### src/rtl/cc_speed_pkg.sv
// Shared types and constants for the player-car speed scheduler.
// Holds the FSM encoding, the speed-level range and saturating level helpers.
package cc_speed_pkg;

    typedef enum logic [1:0] {
        ST_IDLE  = 2'd0,
        ST_RUN   = 2'd1,
        ST_PAUSE = 2'd2,
        ST_CRASH = 2'd3
    } state_t;

    localparam int LEVEL_MAX   = 7;
    localparam int LEVEL_WIDTH = 3;

    function automatic logic [LEVEL_WIDTH-1:0] lvl_inc(input logic [LEVEL_WIDTH-1:0] l);
        return (l == LEVEL_WIDTH'(LEVEL_MAX)) ? l : l + 1'b1;
    endfunction

    function automatic logic [LEVEL_WIDTH-1:0] lvl_dec(input logic [LEVEL_WIDTH-1:0] l);
        return (l == '0) ? l : l - 1'b1;
    endfunction

endpackage

### src/rtl/cc_speed_prescaler.sv
// Speed prescaler: counts up to a level-dependent limit and emits a registered
// one-cycle tick when the count has reached or passed that limit.
module cc_speed_prescaler
    import cc_speed_pkg::*;
#(
    parameter int DATAWIDTH = 23
) (
    input  logic                   clk,
    input  logic                   rst,
    input  logic                   en,
    input  logic                   clr,
    input  logic [LEVEL_WIDTH-1:0] level,
    output logic                   tick
);

    logic [DATAWIDTH-1:0] count;
    logic [DATAWIDTH-1:0] limit;
    logic                 hit;

    // Each level halves the period; >= lets a raised level fire immediately
    // when the running count already exceeds the new, smaller limit.
    assign limit = {DATAWIDTH{1'b1}} >> (level - 1'b1);
    assign hit   = count >= limit;

    always_ff @(posedge clk) begin
        if (rst || clr) begin
            count <= '0;
            tick  <= 1'b0;
        end else if (en) begin
            tick  <= hit;
            count <= hit ? '0 : count + 1'b1;
        end else begin
            tick  <= 1'b0;
        end
    end

endmodule

### src/rtl/cc_speed_scheduler.sv
// Player-car speed controller: control-strobe prescaler, level register and
// IDLE/RUN/PAUSE/CRASH sequencing around the speed prescaler that issues ticks.
module cc_speed_scheduler
    import cc_speed_pkg::*;
#(
    parameter int SPEEDSCHEDULER_DATAWIDTH    = 23,
    parameter int SPEEDSCHEDULER_CTRLWIDTH    = 20,
    parameter int SPEEDSCHEDULER_COASTDIV     = 4,
    parameter int SPEEDSCHEDULER_CRASHSTROBES = 8
) (
    input  logic       CC_SPEEDSCHEDULER_CLOCK_50,
    input  logic       CC_SPEEDSCHEDULER_RESET_InHigh,
    input  logic       CC_SPEEDSCHEDULER_start_InHigh,
    input  logic       CC_SPEEDSCHEDULER_pause_InHigh,
    input  logic       CC_SPEEDSCHEDULER_accel_InHigh,
    input  logic       CC_SPEEDSCHEDULER_brake_InHigh,
    input  logic       CC_SPEEDSCHEDULER_crash_InHigh,
    output logic       CC_SPEEDSCHEDULER_tick_OutHigh,
    output logic [2:0] CC_SPEEDSCHEDULER_level_OutBUS,
    output logic [1:0] CC_SPEEDSCHEDULER_state_OutBUS
);

    localparam int COAST_W = (SPEEDSCHEDULER_COASTDIV > 1) ? $clog2(SPEEDSCHEDULER_COASTDIV) : 1;
    localparam int CRASH_W = (SPEEDSCHEDULER_CRASHSTROBES > 1) ? $clog2(SPEEDSCHEDULER_CRASHSTROBES) : 1;
    localparam logic [COAST_W-1:0] COAST_LAST = COAST_W'(SPEEDSCHEDULER_COASTDIV - 1);
    localparam logic [CRASH_W-1:0] CRASH_LAST = CRASH_W'(SPEEDSCHEDULER_CRASHSTROBES - 1);

    logic clk, rst;
    logic start, pause, accel, brake, crash;

    assign clk   = CC_SPEEDSCHEDULER_CLOCK_50;
    assign rst   = CC_SPEEDSCHEDULER_RESET_InHigh;
    assign start = CC_SPEEDSCHEDULER_start_InHigh;
    assign pause = CC_SPEEDSCHEDULER_pause_InHigh;
    assign accel = CC_SPEEDSCHEDULER_accel_InHigh;
    assign brake = CC_SPEEDSCHEDULER_brake_InHigh;
    assign crash = CC_SPEEDSCHEDULER_crash_InHigh;

    state_t                              state, state_nxt;
    logic [LEVEL_WIDTH-1:0]              level, level_nxt;
    logic [SPEEDSCHEDULER_CTRLWIDTH-1:0] ctrl, ctrl_nxt;
    logic [COAST_W-1:0]                  coast, coast_nxt;
    logic [CRASH_W-1:0]                  crash_cnt, crash_nxt;
    logic                                ctrlstrobe;
    logic                                pre_en, pre_clr;

    assign ctrlstrobe = &ctrl;

    always_ff @(posedge clk) begin
        if (rst) begin
            state     <= ST_IDLE;
            level     <= '0;
            ctrl      <= '0;
            coast     <= '0;
            crash_cnt <= '0;
        end else begin
            state     <= state_nxt;
            level     <= level_nxt;
            ctrl      <= ctrl_nxt;
            coast     <= coast_nxt;
            crash_cnt <= crash_nxt;
        end
    end

    always_comb begin
        state_nxt = state;
        level_nxt = level;
        ctrl_nxt  = ctrl;
        coast_nxt = coast;
        crash_nxt = crash_cnt;
        pre_en    = 1'b0;
        pre_clr   = 1'b0;
        case (state)
            ST_IDLE: begin
                pre_clr   = 1'b1;
                level_nxt = '0;
                ctrl_nxt  = '0;
                coast_nxt = '0;
                crash_nxt = '0;
                if (start) state_nxt = ST_RUN;
            end
            ST_RUN: begin
                if (crash) begin
                    state_nxt = ST_CRASH;
                    level_nxt = '0;
                    coast_nxt = '0;
                    crash_nxt = '0;
                    ctrl_nxt  = ctrl + 1'b1;
                    pre_clr   = 1'b1;
                end else if (pause) begin
                    // Pause freezes everything from the cycle it is taken.
                    state_nxt = ST_PAUSE;
                end else begin
                    ctrl_nxt = ctrl + 1'b1;
                    pre_en   = (level != '0);
                    pre_clr  = (level == '0);
                    if (accel || brake) coast_nxt = '0;
                    if (ctrlstrobe) begin
                        if (brake) begin
                            level_nxt = lvl_dec(level);
                        end else if (accel) begin
                            level_nxt = lvl_inc(level);
                        end else if (coast == COAST_LAST) begin
                            coast_nxt = '0;
                            level_nxt = lvl_dec(level);
                        end else begin
                            coast_nxt = coast + 1'b1;
                        end
                    end
                end
            end
            ST_PAUSE: begin
                if (pause) state_nxt = ST_RUN;
            end
            ST_CRASH: begin
                ctrl_nxt = ctrl + 1'b1;
                pre_clr  = 1'b1;
                if (crash) begin
                    crash_nxt = '0;
                end else if (ctrlstrobe) begin
                    if (crash_cnt == CRASH_LAST) begin
                        state_nxt = ST_RUN;
                        level_nxt = '0;
                        crash_nxt = '0;
                    end else begin
                        crash_nxt = crash_cnt + 1'b1;
                    end
                end
            end
            default: state_nxt = ST_IDLE;
        endcase
    end

    cc_speed_prescaler #(
        .DATAWIDTH(SPEEDSCHEDULER_DATAWIDTH)
    ) u_prescaler (
        .clk  (clk),
        .rst  (rst),
        .en   (pre_en),
        .clr  (pre_clr),
        .level(level),
        .tick (CC_SPEEDSCHEDULER_tick_OutHigh)
    );

    assign CC_SPEEDSCHEDULER_level_OutBUS = level;
    assign CC_SPEEDSCHEDULER_state_OutBUS = state;

endmodule

### config.mk
export PLATFORM = sky130hd
export DESIGN_NAME = cc_speed_scheduler
export DESIGN_NICKNAME = d
export VERILOG_FILES = /design/src/rtl/cc_speed_pkg.sv /design/src/rtl/cc_speed_prescaler.sv /design/src/rtl/cc_speed_scheduler.sv
export SDC_FILE = /design/constraint.sdc
export NUM_CORES = 1
export LEC_CHECK = 0
export CAP_MARGIN = 20
export CORE_MARGIN = 1
export CORE_UTILIZATION = 61
export CTS_BUF_LIST = sky130_fd_sc_hd__clkbuf_8
export DETAILED_ROUTE_END_ITERATION = 7
export DONT_BUFFER_PORTS = 1
export GPL_TIMING_DRIVEN = 0
export PLACE_DENSITY = 0.78
export SLEW_MARGIN = 20
export SYNTH_ARGS = -nofsm -noshare
export SYNTH_HDL_FRONTEND = slang
export SYNTH_SLANG_ARGS = --single-unit
### constraint.sdc
create_clock -name CC_SPEEDSCHEDULER_CLOCK_50 -period 3.1 [get_ports CC_SPEEDSCHEDULER_CLOCK_50]
set_input_delay 0.31 -clock CC_SPEEDSCHEDULER_CLOCK_50 [delete_from_list [all_inputs] [get_ports CC_SPEEDSCHEDULER_CLOCK_50]]
set_output_delay 0.31 -clock CC_SPEEDSCHEDULER_CLOCK_50 [all_outputs]
set_load 0.02 [all_outputs]
==> key figures, run 1 <==
Layout
  – Share of cells above drive strength 1: 8.31%
  – Area of the multi-input gates: 1970 µm²
  – Layout area overhead: 7.08%
  – Fin cells: 440
  – Diodes inserted: 0
  – Sequential cell area: 1080 µm²
  – Layout fillers: 416
  – Final net count: 400

Yosys
  – YS warnings: 0
  – Syn avg cell area: between 8 and 9 µm²
  – Synthesized area: 3130 µm²
  – Synth async-reset ratio: 0%
  – Post-synthesis sequential area ratio: 34.6%
  – Mapped Cells: 365
  – Post-synthesis cell type count: 55
  – Flops & latches, synth: 54
  – Number of enable flip-flop cells after synthesis: 0
  – Syn nets: a little under 400
  – Primary FF master, synth: dfxtp_1

Run
  – Max-Cap Viols: 0

Setup path
  – Setup CP Type: flop to flop
  – Crit path DAT: 3.11 ns
  – Type of destination of the critical path: flop
  – CP required: between 3 and 4 ns
  – Max FO, Critical Path: 10
  – Worst path bufs/invs: 2
  – Critical path's largest stage delay: 0.45 ns
  – CP cell instances: inv_1 -> ha_1 -> xnor2_4 -> nor2_1 -> ha_1 -> a21oi_1 -> a21oi_1 -> a2111oi_2 -> a21oi_2 -> buf_2 -> nor3_1
  – Critical-path top delay cell: dfxtp_2
  – Crit start category: flop
  – Crit path max-delay family: compound AO/OA/AOI/OAI gates

Floorplan
  – Die area: 5420 µm²
  – Rows: 25
  – Die Y-Extent: 73.6 µm
  – Core Area: 4820 µm²
  – Initial Util: about two thirds
  – IO Count: 13
  – Die W: 73.6 µm

Clocking
  – Cts hold-fix bufs: 0
  – Worst-skew pair later-pin latency: roughly 0.31 ns
  – Clock Sinks: 54
  – Post-CTS repair timing setup buffer count: 0
  – Htree depth: 2
  – Clk slew on worst S/H paths: about 0.090 ns
  – CTS root buf: clkbuf_8
  – CTS buffer count: 5
  – CTS tree: yes
  – Clock Path Buffers: 2

Power and ir drop
  – Sequential Power Share: between 50% and 60%
  – Switch share: a little over a quarter
  – VDD IR max: around 0.20 mV
  – Leakage: 0.00122 µW
  – Combinational Power Share: 11.4%
  – Cell Pwr Density: 399 nW/µm²
  – Pint: 988 µW
  – Clock power frac: a little over a third
  – P_sw: 348 µW

STA
  – Worst clock skew: 0.00920 ns
  – Crit path time final: 2.89 ns
  – Final-report max-slew violation count: 0
  – Final Hold Vio Count: 0
  – Slew HR: roughly 58%
  – Period utilization: 93.1%
  – Worst-Margin Slew: 0.621 ns
  – Fmax achieved: 0.346 GHz
  – Final Setup Violations: 0
  – Hold_ws: 0.207 ns

Global route
  – Pin count of the biggest net entering global routing: 17
  – Number of global-route vias before repair: 2461
  – Antenna violations before repair: 0
  – Total gr overflow: 0
  – Gr usage total: 25.2%
  – First-pass GRT wire length: about 11000 µm

Routing
  – Routed vias: between 2000 and 3000
  – Drt wl/cell: 14.3 µm
  – DRT Pass-1 Iters: 4
  – Routed Antenna Nets: 0
  – Initial DRC Count: 127
  – Vias per inst: 5.88
  – Post-Route WL: about 6300 µm
  – Residual DRC: 0

Place
  – Placer congestion estimate: about 0.8
  – Buffers on Ports: 0
  – Hpwl dp: 4560 µm
  – Dpl cells: 432

Hold path
  – Worst min-delay path category: input pin to flop

Status
  – Run status: finished, final reports clean
==> worst paths after layout <==
kind,cells past startpoint,slack [ns],endpoint,start
worst min-delay path,2,0.21,CC_SPEEDSCHEDULER_level_OutBUS[1],CC_SPEEDSCHEDULER_RESET_InHigh
worst min register to register,2,0.48,crash_cnt[2],crash_cnt[2]
worst max register to register,11,0.21,u_prescaler.count[1],CC_SPEEDSCHEDULER_level_OutBUS[0]
worst max-delay path,11,0.21,u_prescaler.count[1],CC_SPEEDSCHEDULER_level_OutBUS[0]
==> synth_stat cells (all sizes together) (2+ instances only) <==
cell      n  area, µm²
xor2     20        175
and2b     2       16.3
xnor2    18        158
nor4      6       52.6
and2      3       18.8
nand2b    7       43.8
a21oi    20        104
nand3    20        100
or4       3       22.5
o21ai    10       50.1
clkbuf    7       27.5
dfxtp    54       1080
and4      7       61.3
a31oi     2       12.5
nand2    21       78.8
nor2b     5       31.3
or3       4       30.0
nand3b    2       15.0
ha       21        263
nor2     33        124
or2       2       12.5
mux2i     3       30.0
a2111oi   2       17.5
a211oi    2       15.0
and4b     2       20.0
buf       6       28.8
o22ai     2       12.5
nand4    15        100
nor3b     5       48.8
a21boi    2       18.8
and3      8       50.1
nor3     29        183
inv      12       45.0
==> routing by layer <==
| metal | up-vias | part of all wire, % | GRT usage (%) |
|---|---|---|---|
| li1 | 1314 | - | - |
| met1 | 1206 | 48 | 33.9 |
| met2 | 53 | 46 | 40.1 |
| met3 | 14 | 4.3 | 5.49 |
| met4 | 0 | 1.7 | 8.55 |
| met5 | - | 0 | 0 |
==> stage by stage <==
stage / cell area, µm² / util [%] / power, µW / setup slack [ns] / setup TNS (ns)
floorplan: 3130 / - / 844 / 0.307 / 0
global route: 3350 / 69.5 / 1390 / -0.0264 / -0.123
detailed placement: 3210 / 66.7 / 880 / -0.276 / -4.94
global placement: 3210 / 66.7 / 875 / -0.195 / -3.56
CTS: 3330 / 69.2 / 1340 / 0.00890 / 0
finish: 3350 / 69.5 / 1340 / 0.213 / 0
==> repair_timing <==
item | CTS | global route
resized for setup | 3 | 3
hold endpoints to repair | 0 | 0
pin swaps | 0 | 0
gates cloned | 0 | 0
endpoints found under the setup margin | 24 | 24
==> worst register-to-register path, stage by stage, from the launching register on <==
cell,delay [ns]
dfxtp_2,0.45
inv_1,0.12
ha_1,0.29
xnor2_4,0.25
nor2_1,0.08
ha_1,0.34
a21oi_1,0.16
a21oi_1,0.11
a2111oi_2,0.43
a21oi_2,0.16
buf_2,0.23
nor3_1,0.19
==> cells by family after synthesis <==
family,after synthesis,share of synthesized area [%]
mux,3,0.960
fa+ha+maj,21,8.40
simple gates,177,33.0
xor+xnor,38,10.6
flops,54,34.6
buf+inv,25,3.24
compound gates,47,9.16
==> sequential cells by signal (all words and copies together) (netlist names) <==
register                        cells
u_prescaler.count                  23
u_prescaler.tick                    1
crash_cnt                           3
CC_SPEEDSCHEDULER_state_OutBUS      2
coast                               2
ctrl                               20
CC_SPEEDSCHEDULER_level_OutBUS      3
==> power by group through the flow <==
stage	combinational (µW)	clock [µW]	sequential, µW
4_1_cts	151	479	714
2_1_floorplan	115	0	728
6_report	152	470	714
5_1_grt	172	508	715
3_3_place_gp	145	0	730
3_5_place_dp	149	0	730
==> layout by cell type, fill, tap and decap left out, drive strengths merged, types with 13 or more instances in the layout <==
master	netlist	layout
dfxtp	54	54
nor2	33	33
nor3	29	29
nand2	21	21
ha	21	21
nand3	20	20
xor2	20	20
a21oi	20	20
xnor2	18	18
nand4	15	15
inv	12	13
==> cell type report <==
| class | instances | share of cell area (%) |
|---|---|---|
| buffer | 13 | 1.68 |
| clock buffer | 5 | 2.05 |
| clock inverter | 3 | 1.23 |
| inverter | 12 | 1.34 |
| multi-input combinational | 286 | 58.8 |
| sequential | 54 | 32.3 |
| tap | 67 | 2.50 |
Power figures use the tool's default switching activity.
==> inputs of run 2 (changes only) <==
--- a/config.mk
+++ b/config.mk
@@ -8,7 +8,6 @@
 export CAP_MARGIN = 20
 export CORE_MARGIN = 1
 export CORE_UTILIZATION = 61
-export CTS_BUF_LIST = sky130_fd_sc_hd__clkbuf_8
 export DETAILED_ROUTE_END_ITERATION = 7
 export DONT_BUFFER_PORTS = 1
 export GPL_TIMING_DRIVEN = 0
==> key figures, run 2 (synthesized netlist as in run 1, its figures left out) <==
Place
  – Placer congestion estimate: 0.798
  – Hpwl dp: 4560 µm
  – Buffers on Ports: 0
  – Area after DPL: 3210 µm²

Hold path
  – Hold path depth: 2
  – Hold Path Origin: CC_SPEEDSCHEDULER_RESET_InHigh
  – Worst min-delay path category: input pin to flop
  – Hold Crit Endpoint: CC_SPEEDSCHEDULER_level_OutBUS[1]

Setup path
  – Type of destination of the critical path: flop
  – Max FO, Critical Path: 10
  – Worst r2r path cells: 11
  – Crit path DAT: about 3.1 ns
  – Crit Reg-Reg Endpoint: u_prescaler.count[1]
  – Setup CP Type: flop to flop
  – Crit start category: flop
  – R2r startpoint: CC_SPEEDSCHEDULER_level_OutBUS[0]
  – Flop2flop setup slack: about 0.21 ns
  – CP required: 3.32 ns

STA
  – Final Hold Vio Count: 0
  – Setup TNS: 0 ns
  – Crit path time final: roughly 2.9 ns
  – Hold_ws: 0.207 ns
  – Fmax achieved: 0.346 GHz
  – Slew HR: a little under three fifths
  – Final Setup Violations: 0
  – Period utilization: 93.1%
  – Worst clock skew: 0.00849 ns
  – Final-report max-slew violation count: 0
  – Worst-Margin Slew: 0.623 ns

Floorplan
  – Die area: 5420 µm²
  – Die W: 73.6 µm
  – Die Y-Extent: 73.6 µm
  – IO Count: 13
  – Initial Util: between 60% and 70%
  – Rows: 25
  – Core Area: ~4800 µm²

Global route
  – Antenna violations before repair: 0
  – Total gr overflow: 0
  – Number of global-route vias before repair: 2461
  – Pin count of the biggest net entering global routing: 17
  – First-pass GRT wire length: ~11000 µm
  – Gr usage total: ~25%

Layout
  – Util after Layout: 69.5%
  – Commonest non-fill, non-tap cell in the layout: dfxtp_1
  – Final net count: 400
  – Diodes inserted: 0
  – Commonest cells after routing, fill and taps aside: dfxtp_1 (52), nor2_1 (33), nor3_1 (24)
  – Max reg flops: 23
  – Layout area overhead: 7.08%
  – Share of cells above drive strength 1: a little over 8%
  – Final instance area: 3350 µm²
  – Reg with most FFs: u_prescaler.count
  – Biggest registers after layout: u_prescaler.count (23), ctrl (20)

Clocking
  – CTS root buf: clkbuf_8
  – Htree depth: 2
  – Worst-skew pair later-pin latency: 0.31 ns
  – Cts hold-fix bufs: 0
  – Clock Path Buffers: 2
  – Post-CTS repair timing setup buffer count: 0
  – Clk slew on worst S/H paths: approximately 0.090 ns
  – CTS buffer count: 5
  – Clock Sinks: 54
  – CTS tree: yes

Routing
  – Post-Route WL: 6280 µm
  – Routed vias: 2573
  – Residual DRC: 0
  – Vias per inst: 5.85
  – DRT Pass-1 Iters: 4
  – Drt wl/cell: around 14 µm
  – Initial DRC Count: between 100 and 150
  – Routed Antenna Nets: 0

Power and ir drop
  – VDD IR max: 0.203 mV
  – Cell Pwr Density: about 400 nW/µm²
  – Leakage: 0.00121 µW

Run
  – Max-Cap Viols: 0

Status
  – Run status: finished, final reports clean
[run 2: how the worst max path moves through the flow]
stage	slack, ns	from	cells past startpoint	end
finish	0.21	CC_SPEEDSCHEDULER_level_OutBUS[0]	11	u_prescaler.count[1]
global route	-0.03	CC_SPEEDSCHEDULER_level_OutBUS[0]	11	u_prescaler.count[2]
CTS	0.009	CC_SPEEDSCHEDULER_level_OutBUS[1]	11	u_prescaler.count[19]
detailed placement	-0.28	CC_SPEEDSCHEDULER_level_OutBUS[0]	11	u_prescaler.count[19]
global placement	-0.19	CC_SPEEDSCHEDULER_level_OutBUS[0]	11	u_prescaler.count[15]
floorplan	0.31	CC_SPEEDSCHEDULER_level_OutBUS[0]	11	u_prescaler.count[0]
[run 2: per-stage QoR]
step                      setup slack, ns  total power [µW]  instances
after global routing              -0.0264              1400        440
after detailed placement           -0.276               880        432
final                               0.213              1340        440
after CTS                         0.00890              1350        440
after global placement             -0.195               875        432
after floorplan                     0.307               844        365
[run 2: per-layer routing]
| layer | track usage, % | part of all wire, % | vias to the layer above |
|---|---|---|---|
| met5 | 0 | 0 | - |
| met3 | 5.49 | 4.7 | 11 |
| met4 | 8.55 | 1.4 | 0 |
| met1 | 33.9 | 48 | 1194 |
| met2 | 40.1 | 46 | 53 |
| li1 | - | - | 1315 |
[run 2: cell type report]
cell class                      count  area (µm²)
Tap cell                           67        83.8
Clock buffer                        6        72.6
Fill cell                         416        1470
Inverter                           12        45.0
Buffer                             13        56.3
Sequential cell                    54        1080
Multi-Input combinational cell    286        1970
Clock inverter                      2        37.5
[run 2: repair_timing]
item | 4_1_cts | 5_1_grt
hold endpoints to repair | 0 | 0
resized for setup | 3 | 3
setup endpoints to repair | 24 | 24
cloned | 0 | 0
[run 2: worst max-delay path, cell delays in order, from the launching register on]
cell       delay (ns)
dfxtp_2          0.45
inv_1            0.12
ha_1             0.29
xnor2_4          0.25
nor2_1           0.08
ha_1             0.34
a21oi_1          0.16
a21oi_1          0.11
a2111oi_2        0.43
a21oi_2          0.16
buf_2            0.23
nor3_1           0.19
[run 2: report_power, final]
| part | switching (µW) | internal [µW] | total (µW) |
|---|---|---|---|
| logic | 102 | 49.9 | 152 |
| registers | 13.6 | 700 | 714 |
| clock network | 231 | 241 | 472 |
